**src/rtl/uart_receive.sv**
```systemverilog
// 8N1 UART receiver. A 2-flop synchronizer feeds a start-edge detector. An
// oversampling tick generator is phase-aligned to the detected edge. Each bit
// is decided by a 2-of-3 majority vote around mid-bit. Each byte is reported
// with a one-cycle valid pulse; a low stop bit gives a one-cycle frame_err pulse.
//
// Output handshake: valid and frame_err are single-cycle strobes with no ready
// back-pressure. dout is stable from the valid cycle until the next valid.
// The two strobes are mutually exclusive.
module uart_receive #(
  parameter int CLK_FREQ   = 65_000_000,
  parameter int BAUD_RATE  = 115200,
  parameter int OVERSAMPLE = 16
) (
  input  logic       clk,
  input  logic       rst_n,
  input  logic       rxd,
  output logic [7:0] dout,
  output logic       valid,
  output logic       frame_err,
  output logic       busy
);

  localparam int TICK_DIV = CLK_FREQ / (BAUD_RATE * OVERSAMPLE);
  localparam int TW       = (TICK_DIV > 1) ? $clog2(TICK_DIV) : 1;
  localparam int SW       = $clog2(OVERSAMPLE);

  localparam logic [TW-1:0] T_LAST = TW'(TICK_DIV - 1);
  localparam logic [SW-1:0] S_LO   = SW'(OVERSAMPLE / 2 - 1);
  localparam logic [SW-1:0] S_MID  = SW'(OVERSAMPLE / 2);
  localparam logic [SW-1:0] S_HI   = SW'(OVERSAMPLE / 2 + 1);
  localparam logic [SW-1:0] S_LAST = SW'(OVERSAMPLE - 1);

  typedef enum logic [1:0] {IDLE, START, DATA, STOP} state_t;

  state_t          state_q, state_d;
  logic            rxd_m, rxd_s, rxd_d;
  logic [TW-1:0]   tick_cnt;
  logic [SW-1:0]   sub_cnt;
  logic [2:0]      bit_cnt;
  logic            smp0, smp1;
  logic [7:0]      shreg;
  logic            fall, tick, mid, vote;
  logic            shift_en, load_dout, set_err;

  // Bring rxd into the clk domain; rxd_d is the one-cycle delayed copy for edge detection.
  always_ff @(posedge clk or negedge rst_n) begin
    if (!rst_n) begin
      rxd_m <= 1'b1;
      rxd_s <= 1'b1;
      rxd_d <= 1'b1;
    end else begin
      rxd_m <= rxd;
      rxd_s <= rxd_m;
      rxd_d <= rxd_s;
    end
  end

  assign fall = rxd_d & ~rxd_s;
  assign tick = (state_q != IDLE) && (tick_cnt == T_LAST);
  assign mid  = tick && (sub_cnt == S_HI);
  assign vote = (smp0 & smp1) | (smp0 & rxd_s) | (smp1 & rxd_s);
  assign busy = (state_q != IDLE);

  // Next-state logic and per-cycle control strobes for the frame FSM.
  always_comb begin
    state_d   = state_q;
    shift_en  = 1'b0;
    load_dout = 1'b0;
    set_err   = 1'b0;
    case (state_q)
      IDLE:  if (fall) state_d = START;
      START: if (mid) state_d = vote ? IDLE : DATA;
      DATA: begin
        if (mid) begin
          shift_en = 1'b1;
          if (bit_cnt == 3'd7) state_d = STOP;
        end
      end
      STOP: begin
        // Leave at stop mid-bit so a slightly early next start edge is still caught.
        if (mid) begin
          state_d = IDLE;
          if (vote) load_dout = 1'b1;
          else      set_err   = 1'b1;
        end
      end
      default: state_d = IDLE;
    endcase
  end

  // FSM state register.
  always_ff @(posedge clk or negedge rst_n) begin
    if (!rst_n) state_q <= IDLE;
    else        state_q <= state_d;
  end

  // Tick, sub-bit and bit counters; all held at zero while idle so timing restarts at the edge.
  always_ff @(posedge clk or negedge rst_n) begin
    if (!rst_n) begin
      tick_cnt <= '0;
      sub_cnt  <= '0;
      bit_cnt  <= '0;
    end else if (state_q == IDLE) begin
      tick_cnt <= '0;
      sub_cnt  <= '0;
      bit_cnt  <= '0;
    end else begin
      tick_cnt <= tick ? '0 : tick_cnt + TW'(1);
      if (tick) sub_cnt <= (sub_cnt == S_LAST) ? '0 : sub_cnt + SW'(1);
      if (shift_en) bit_cnt <= bit_cnt + 3'd1;
    end
  end

  // Capture the first two majority samples; the third is rxd_s at the decision tick.
  always_ff @(posedge clk or negedge rst_n) begin
    if (!rst_n) begin
      smp0 <= 1'b1;
      smp1 <= 1'b1;
    end else if (tick) begin
      if (sub_cnt == S_LO)  smp0 <= rxd_s;
      if (sub_cnt == S_MID) smp1 <= rxd_s;
    end
  end

  // Shift register (LSB first on the line) and registered output strobes.
  always_ff @(posedge clk or negedge rst_n) begin
    if (!rst_n) begin
      shreg     <= 8'h00;
      dout      <= 8'h00;
      valid     <= 1'b0;
      frame_err <= 1'b0;
    end else begin
      if (shift_en)  shreg <= {vote, shreg[7:1]};
      if (load_dout) dout  <= shreg;
      valid     <= load_dout;
      frame_err <= set_err;
    end
  end

endmodule

```
**config.mk**
```make
export PLATFORM = sky130hd
export DESIGN_NAME = uart_receive
export DESIGN_NICKNAME = d
export VERILOG_FILES = /design/src/rtl/uart_receive.sv
export SDC_FILE = /design/constraint.sdc
export NUM_CORES = 1
export LEC_CHECK = 0
export BUFFER_PORTS_ARGS = -buffer_cell sky130_fd_sc_hd__buf_2
export CORE_AREA = 8 8 100 75
export DETAILED_ROUTE_END_ITERATION = 8
export DIE_AREA = 0 0 108 83
export GPL_TIMING_DRIVEN = 0
export PLACE_DENSITY = 0.45
export SETUP_SLACK_MARGIN = 0.15
export SKIP_LAST_GASP = 1
export SYNTH_ARGS = -nofsm -noshare
export SYNTH_HDL_FRONTEND = slang
export SYNTH_SLANG_ARGS = --single-unit
```
**constraint.sdc**
```tcl
create_clock -name clk -period 1.82 [get_ports clk]
set_clock_uncertainty 0.1 [all_clocks]
set_input_delay 0.091 -clock clk [delete_from_list [all_inputs] [get_ports clk]]
set_output_delay 0.091 -clock clk [all_outputs]
set_load 0.02 [all_outputs]
```
=== Word level (Yosys, flattened, before mapping) ===
Index checks and enable logic that the tools add are counted.

* Bits in registers: 38
* Input bits: 3
* Output and inout port bits: 11
* Word-level logic and storage cells: 68

* Add/sub/neg operators: 3
* Equal/unequal tests: 14
* Mux-type cells: 22
* Bitwise logic cells: 7
* Reduce and logical (&&, ||, !) cells: 9

{| class="wikitable"
|+ Operators by type and width
! kind !! count
|-
| equality test 4 bit (second input constant) || 3
|-
| two-way mux 2 bit || 6
|-
| two-way mux 4 bit || 3
|-
| two-way mux 6 bit || 2
|-
| != test 2 bit (second input constant) || 5
|-
| two-way mux 1 bit || 8
|-
| case mux 2 bit (4 select lines) || 1
|-
| adder 6 x 1 -> 6 bit (second input constant) || 1
|-
| equality test 6 bit (second input constant) || 1
|-
| two-way mux 3 bit || 2
|-
| nonzero test 2 bit || 3
|-
| AND reduction 5 bit || 1
|-
| adder 4 x 1 -> 4 bit (second input constant) || 1
|-
| bitwise AND 1 bit || 4
|-
| equality test 2 bit (second input constant) || 2
|-
| equality test 4 x 3 -> 1 bit (second input constant) || 1
|-
| AND reduction 2 bit || 2
|-
| adder 3 x 1 -> 3 bit (second input constant) || 1
|-
| equality test 3 bit (second input constant) || 1
|-
| equality test 2 x 1 -> 1 bit (second input constant) || 1
|-
| logical AND 1 bit || 2
|-
| logical NOT 2 bit || 1
|-
| OR 1 bit || 2
|-
| NOT 1 bit || 1
|}

=== Longest topological paths before layout ===
Gate-level depths: netlist (run 1).

* Depth after elaboration: 7
* Gate-level depth with buffers: 7
* Mapped depth without buffers: 5

=== Worst setup path before layout (run 1) ===
OpenSTA, ideal clock, no wires.

* Kind: register to register
* From: register tick_cnt[3]
* To: register dout[0]
* Library setup time: 0.125 ns
* Data arrival time: 1.786 ns
* Data required time: 1.595 ns
* Setup slack: -0.191 ns
* Cell stages (with the launch flop): 7
* Buffers on the path: 2
* Period minus slack after synthesis: 2.011 ns
* Cells stage by stage: dfrtp_1 -> nor4b_4 -> and4_1 -> buf_6 -> and4_4 -> buf_12 -> mux2_4

* Cells in the longest elaborated chain, start to end: 5

{| class="wikitable"
|+ Ends and longest elaborated chain
! item !! line !! text
|-
| from (decl) || 37 || <nowiki>logic [TW-1:0] tick_cnt;</nowiki>
|-
| from (signal assigned) || 108 || <nowiki>tick_cnt <= tick ? '0 : tick_cnt + TW'(1);</nowiki>
|-
| equality test 6 bit || 59 || <nowiki>assign tick = (state_q != IDLE) && (tick_cnt == T_LAST);</nowiki>
|-
| logical AND 1 bit || 59 ||
|-
| logical AND 1 bit || 60 || <nowiki>assign mid = tick && (sub_cnt == S_HI);</nowiki>
|-
| two-way mux 1 bit || 81 || <nowiki>if (mid) begin</nowiki>
|-
| two-way mux 1 bit || 70 || <nowiki>case (state_q)</nowiki>
|-
| to (signal assigned) || 134 || <nowiki>if (load_dout) dout <= shreg;</nowiki>
|-
| to (decl) || 17 || <nowiki>output logic [7:0] dout,</nowiki>
|}

No other way between the ends.
A chain may end at the register's enable or synchronous reset.

=== Final worst setup path (run 1) ===
* From: register tick_cnt[2]
* To: register dout[5]

Same word-level chain as after synthesis.

==> results of run 1 <==
-- cell usage in the layout, fill, tap and decap left out, types with 3 or more instances in the layout --
master / instances
dfrtp_1: 32
nor2_1: 14
buf_2: 13
mux2_2: 10
mux2_4: 10
a21oi_1: 6
ha_1: 6
buf_4: 6
nand2_1: 5
clkbuf_8: 5
dfstp_2: 5
inv_1: 4
nand3_1: 4
xor2_1: 3
-- where the power goes --
part,total [mW],internal [mW],switching [mW]
clock,0.536,0.257,0.279
sequential,1.03,0.936,0.0963
combinational,0.338,0.162,0.175
total,1.91,1.36,0.551
-- kinds of logic after synthesis --
family	share of synthesized area
xor gates and xnor gates	0.0255
and+or+nand+nor	0.135
muxes	0.149
AOI/OAI and AO/OA	0.0452
buffers and inverters	0.0313
DFF	0.557
adders and majority gates	0.0568
-- final cells by class --
type,instances,area [µm²]
Clock inverter,2,10.0
Sequential cell,38,958
Clock buffer,5,68.8
Inverter,4,15.0
Tap cell,78,97.6
Buffer,4,38.8
Timing Repair Buffer,22,141
Fill cell,589,3870
Multi-Input combinational cell,85,772
-- worst max-delay path by stage --
stage | start | end | slack (ns) | depth (start not counted)
final | tick_cnt[2] | dout[5] | -0.15 | 6
after floorplan | tick_cnt[4] | dout[0] | -0.17 | 6
after CTS | tick_cnt[2] | dout[4] | -0.17 | 6
after global placement | tick_cnt[4] | dout[5] | -0.34 | 6
after detailed placement | tick_cnt[2] | dout[4] | -0.38 | 6
after global routing | tick_cnt[4] | dout[3] | -0.21 | 6
-- timing repair --
action / CTS / global route
hold buffers: 2 / 0
endpoints found under the setup margin: 27 / 29
pin swaps: 7 / 2
gates resized for setup: 6 / 10
hold endpoints to repair: 34 / 0
cloned: 0 / 0
buffers inserted: 6 / 1
-- synthesized netlist by cell type --
library cell,n,area (µm²)
buf_6,1,11.3
nor3b_1,1,7.51
ha_1,7,87.6
or4_1,1,7.51
mux2_2,12,135
and4_4,1,11.3
xor2_1,3,26.3
nor4b_4,1,23.8
dfstp_2,5,131
a21boi_0,1,7.51
nand2_1,6,22.5
and4_2,1,10.0
mux2_4,8,120
or2_2,1,6.26
clkbuf_1,2,7.51
a21oi_1,7,35.0
nand3_1,5,25.0
nor2_1,14,52.6
buf_12,1,20.0
o21ai_0,1,5.00
and2_2,1,7.51
xnor2_1,2,17.5
a22o_1,1,8.76
nor2b_1,1,6.26
and4_1,1,8.76
inv_1,4,15.0
nand3b_2,1,11.3
nand4_1,1,6.26
o211ai_1,2,15.0
dfrtp_1,33,826
maj3_1,1,10.0
a31oi_1,1,6.26
nor4b_1,1,8.76
nand4b_1,2,17.5
-- metrics by stage --
| step | utilization | power (mW) | instance area (µm²) | setup slack (ns) | TNS, ns |
|---|---|---|---|---|---|
| after floorplan | - | 1.24 | 1720 | -0.171 | -1.39 |
| after global placement | 0.316 | 1.30 | 1890 | -0.340 | -4.86 |
| after detailed placement | 0.316 | 1.33 | 1890 | -0.379 | -5.61 |
| after CTS | 0.343 | 1.91 | 2050 | -0.169 | -2.11 |
| after global routing | 0.352 | 2.03 | 2100 | -0.212 | -3.50 |
| final | 0.352 | 1.91 | 2100 | -0.147 | -1.66 |
-- state kept, by name (all words and copies together), names as in the netlist, 3 cells and up, named ones only --
register,flops
sub_cnt,4
tick_cnt,6
bit_cnt,3
dout,8
shreg,8
-- layer usage --
metal	GRT usage	vias up
met5	0	-
met4	0.0490	0
met3	0.0231	7
met2	0.117	15
met1	0.0980	532
li1	-	511
==> impl_results.md, run 1 <==
* VDD IR max at 231 µV
* Register-to-Register Path Depth at 6
* CTS tree: yes
* Highest metal used: met4
* PwrDens at 907 nW/µm²
* Final Slew Violations at 0
* Hold Startpoint: rxd_m
* Cell count after synthesis at 131
* Global-route wire length before repair at 5.54 mm
* DRC viols at 0
* Seq/Total Area, Yosys at 0.557
* Cell row count at 24
* Wire per inst at 13.6 µm
* Die H at 83 µm
* R2r startpoint: tick_cnt[2]
* Synth Register Bits at 38
* Fin crit share at 1.08
* Initial antenna violation count at 0
* Drt first pass iters at 4
* Max_slew headroom at 0.441
* DIE AREA at 8960 µm²
* Layout Nets at 170
* Worst Setup Path Type: flip-flop to flip-flop
* Mean area per synthesized cell at 13.1 µm²
* Die W at 108 µm
* M1 WL at 1.48 mm
* CP cell instances: nor4b_4 > and4_1 > buf_6 > and4_4 > buf_12 > mux2_4
* Post-Route WL at 3.24 mm
* Worst Path Arrival at 2.04 ns
* Ant diodes at 0
* Starting density of the core at 0.287
* Status: complete, but fails checks
* Root buf cell: clkbuf_8
* Final GP Congestion at 0.733
* RSZ-0062 raised after global routing: yes
* Worst Slack Setup Final at -0.147 ns
* Max-cap violations at 0
* Worst Path Buf+Inv at 2
* Vias in the first global route at 1120
* Worst flop-to-flop path endpoint: dout[5]
* Slew @ Worst Pin at 0.839 ns
* Post-DP HPWL at 2.17 mm
* Clock Sinks at 38
* Clock H-tree levels at 2
* Placed insts at 222
* Fraction of layout cells with a size suffix above 1 at 0.425
* Largest net degree at the start of global routing at 39
* CP required at 1.89 ns
* Via count at 1065
* Synthesis Warnings at 0
* Setup violations, final at 19
* Type of the most critical hold path: flip-flop to flip-flop
* Num CTS Buffers at 5
* Crit path max-delay family: simple AND/OR/NAND/NOR gates
* Min Hold Slack at 0.259 ns
* Worst stage delay on the critical path at 0.43 ns
* IO buf count at 13
* Total gr overflow at 0
* Final min period at 1.97 ns
* Slowest cell on crit path: dfrtp_2
* Unique cell type count in the Yosys netlist at 34
* Core Area at 5980 µm²
* Crit-path max FO at 8
* Peak Freq at 508 MHz
* Synth Cell Area at 1720 µm²
* Vias per cell at 4.47
* All-Layer GR Usage at 0.0789
* Hold Crit Endpoint: rxd_s
* Clock buffer depth at 2
* Post-route ant nets at 0
* IO Count at 14
* Static Leakage at 1.01 nW
* CP Capture Type: flip-flop
* Starting DRC count in detailed routing at 44
* Endpoints failing hold at 0
* Flop-to-flop setup slack at -0.15 ns
* Failing checks: negative setup slack
* Mapped Nets at 141
* Routed wl met2 at 1.54 mm
* Met3 WL post-DR at 116 µm
* Final Non-Filler Cells at 238
* Area Overhead vs Synth at 22.4%
* WHS Path Cells at 0
* Setup crit start kind: flip-flop
* Clock transition at path regs at 0.07 ns
* Later-pin clock latency in the skew report at 0.28 ns
Note: power is estimated with default switching activity, not from simulation.
==> run 2, diff against run 1 <==
- CORE_AREA: 8 8 100 75 -> 8 8 78 60
- DIE_AREA: 0 0 108 83 -> 0 0 86 68
- MAX_ROUTING_LAYER: not set -> met4
- PLACE_DENSITY: 0.45 -> 0.7
==> run 2 against run 1 <==
- the flow still finishes with violations (negative setup slack)
- design area up 0.65%
- via count rose by 1.4%
- critical path depth stayed put
- highest routed layer unchanged
- first-iteration DRC count rose by 36%
- register-to-register slack got worse by 0.04 ns
- sequential power about the same
- final cell count is 8.8% lower
- die area down 35%
- clock power is 11% higher
- maximum frequency is 1.8% lower
- largest cell class unchanged
- global-route usage increased by 4.1 points
- non-clock buffer count is 4 higher
==> impl_results.md, run 2 (synthesis results as in run 1) <==
* Top Registers: dout (8), shreg (8), tick_cnt (6) (unchanged)
* All-Layer GR Usage at 0.120 (was 0.0789)
* Root buf cell: clkbuf_8 (unchanged)
* Failing checks: negative setup slack (unchanged)
* Crit-path max FO at 8 (unchanged)
* Total gr overflow at 0 (unchanged)
* P_sw at 0.570 mW (was 0.551 mW)
* RSZ-0062 raised after global routing: yes (unchanged)
* Die H at 68 µm (was 83 µm)
* Core Area at 3590 µm² (was 5980 µm²)
* Via count at 1080 (was 1065)
* Worst slack at placement at -0.327 ns (was -0.379 ns)
* Final core utilization at 0.589 (was 0.352)
* Global-route wire length before repair at 5.27 mm (was 5.54 mm)
* Post-Route WL at 3.15 mm (was 3.24 mm)
* IO buf count at 13 (unchanged)
* Peak Freq at 499 MHz (was 508 MHz)
* Max_slew headroom at 0.467 (was 0.441)
* Endpoints failing hold at 0 (unchanged)
* CTS tree: yes (unchanged)
* Final min period at 2.00 ns (was 1.97 ns)
* Worst Slack Setup Final at -0.182 ns (was -0.147 ns)
* Starting DRC count in detailed routing at 60 (was 44)
* Placed insts at 196 (was 222)
* Clock Sinks at 38 (unchanged)
* Clock power share at 0.299 (was 0.281)
* Post-DP HPWL at 2.03 mm (was 2.17 mm)
* Later-pin clock latency in the skew report at 0.28 ns (about the same)
* Final Non-Filler Cells at 217 (was 238)
* Largest net degree at the start of global routing at 39 (unchanged)
* Worst Setup Path Type: flip-flop to flip-flop (unchanged)
* VDD IR max at 625 µV (was 231 µV)
* Status: complete, but fails checks (unchanged)
* Slew @ Worst Pin at 0.799 ns (was 0.839 ns)
* Clock transition at path regs at 0.07 ns (about the same)
* Vias per cell at 4.98 (was 4.47)
* CP Capture Type: flip-flop (unchanged)
* CP required at 1.89 ns (about the same)
* Area Overhead vs Synth at 23.2% (was 22.4%)
* Layout Nets at 174 (was 170)
* Setup violations, final at 18 (was 19)
* Final GP Congestion at 0.807 (was 0.733)
* PwrDens at 941 nW/µm² (was 907 nW/µm²)
* Setup crit start kind: flip-flop (unchanged)
* Internal power at 1.42 mW (was 1.36 mW)
* Final Power at 1.99 mW (was 1.91 mW)
* Ant diodes at 0 (unchanged)
* Die W at 86 µm (was 108 µm)
* Starting density of the core at 0.479 (was 0.287)
* Flop pwr share at 0.516 (was 0.542)
* Final Slew Violations at 0 (unchanged)
* Initial antenna violation count at 0 (unchanged)
* Cell row count at 19 (was 24)
* Vias in the first global route at 1112 (was 1120)
* Type of the most critical hold path: flip-flop to flip-flop (unchanged)
* Num CTS Buffers at 5 (unchanged)
* Clock buffer depth at 2 (unchanged)
* DRC viols at 0 (unchanged)
* Max-cap violations at 0 (unchanged)
* Static Leakage at 1.04 nW (was 1.01 nW)
* Switching power share of the total at 0.286 (was 0.289)
* Most common cell after layout, fill and taps aside: dfrtp_1 (unchanged)
* Worst Path Arrival at 2.07 ns (was 2.04 ns)
* Fin crit share at 1.10 (was 1.08)
* Most frequent cells in the layout: dfrtp_1 (32), nor2_1 (13), buf_2 (13) (was dfrtp_1 (32), nor2_1 (14), buf_2 (13))
* IO Count at 14 (unchanged)
* Post-route ant nets at 0 (unchanged)
* Wire per inst at 14.5 µm (was 13.6 µm)
* Drt first pass iters at 4 (unchanged)
* Clock H-tree levels at 2 (unchanged)
* Fraction of layout cells with a size suffix above 1 at 0.442 (was 0.425)
* DIE AREA at 5850 µm² (was 8960 µm²)
* Gate power share at 0.185 (was 0.177)
## run 2: changes by cell type in the layout (fill, tap and decap cells not counted), sizes merged
cell / previous run / this run
buf: 22 / 26
clkinv: 2 / 1
clkbuf: 7 / 8
clkinvlp: 0 / 1
## run 2: layout make-up
| class | count | area, µm² |
|---|---|---|
| multi-input cells | 85 | 761 |
| inverters | 4 | 15.0 |
| clock inverters | 2 | 12.5 |
| flip-flops and latches | 38 | 958 |
| clock buffers | 6 | 82.6 |
| plain buffers | 4 | 38.8 |
| fillers | 289 | 1470 |
| well taps | 52 | 65.1 |
| repair buffers | 26 | 183 |
## run 2: critical path, cell delays in order, from the launching register on
cell,delay (ns)
dfrtp_2,0.44
nor4b_4,0.33
and4_1,0.26
buf_6,0.11
and4_4,0.22
buf_12,0.13
mux2_4,0.30
## run 2: per-stage QoR
| stage | area [µm²] | TNS, ns | hold slack [ns] |
|---|---|---|---|
| 2_1_floorplan | 1720 | -1.39 | -0.305 |
| 3_3_place_gp | 1850 | -3.62 | 0.0983 |
| 3_5_place_dp | 1850 | -4.58 | 0.102 |
| 4_1_cts | 2080 | -2.14 | 0.260 |
| 5_1_grt | 2120 | -3.51 | 0.256 |
| 6_report | 2120 | -2.62 | 0.257 |
## run 2: path summary, 6_finish.rpt
path	from	end	slack, ns	cells after the start
min in group asynchronous	rst_n	tick_cnt[0]	0.33	2
min reg2reg	rxd_m	rxd_s	0.26	0
max in group asynchronous	rst_n	tick_cnt[2]	0.75	2
max reg2reg	tick_cnt[2]	dout[6]	-0.18	6
max	tick_cnt[2]	dout[6]	-0.18	6
min	rxd_m	rxd_s	0.26	0
## run 2: power groups by stage
stage | registers [mW] | clock network (mW) | logic, mW
5_1_grt | 1.04 | 0.654 | 0.416
3_3_place_gp | 1.04 | 0 | 0.257
6_report | 1.03 | 0.595 | 0.369
4_1_cts | 1.02 | 0.613 | 0.356
3_5_place_dp | 1.05 | 0 | 0.280
2_1_floorplan | 1.03 | 0 | 0.213
## run 2: timing repair
action / in CTS / in global routing
setup buffers: 9 / 2
setup endpoints to repair: 24 / 34
pin swaps: 3 / 1
resized for setup: 10 / 8
hold buffers: 2 / 0
hold endpoints to repair: 34 / 0
## run 2: layer usage
| metal | vias up | track usage | routed length (µm) |
|---|---|---|---|
| met5 | - | - | 0 |
| li1 | 521 | - | - |
| met2 | 14 | 0.191 | 1510 |
| met3 | 2 | 0.0360 | 92 |
| met4 | 0 | 0.0326 | 6 |
| met1 | 543 | 0.147 | 1540 |
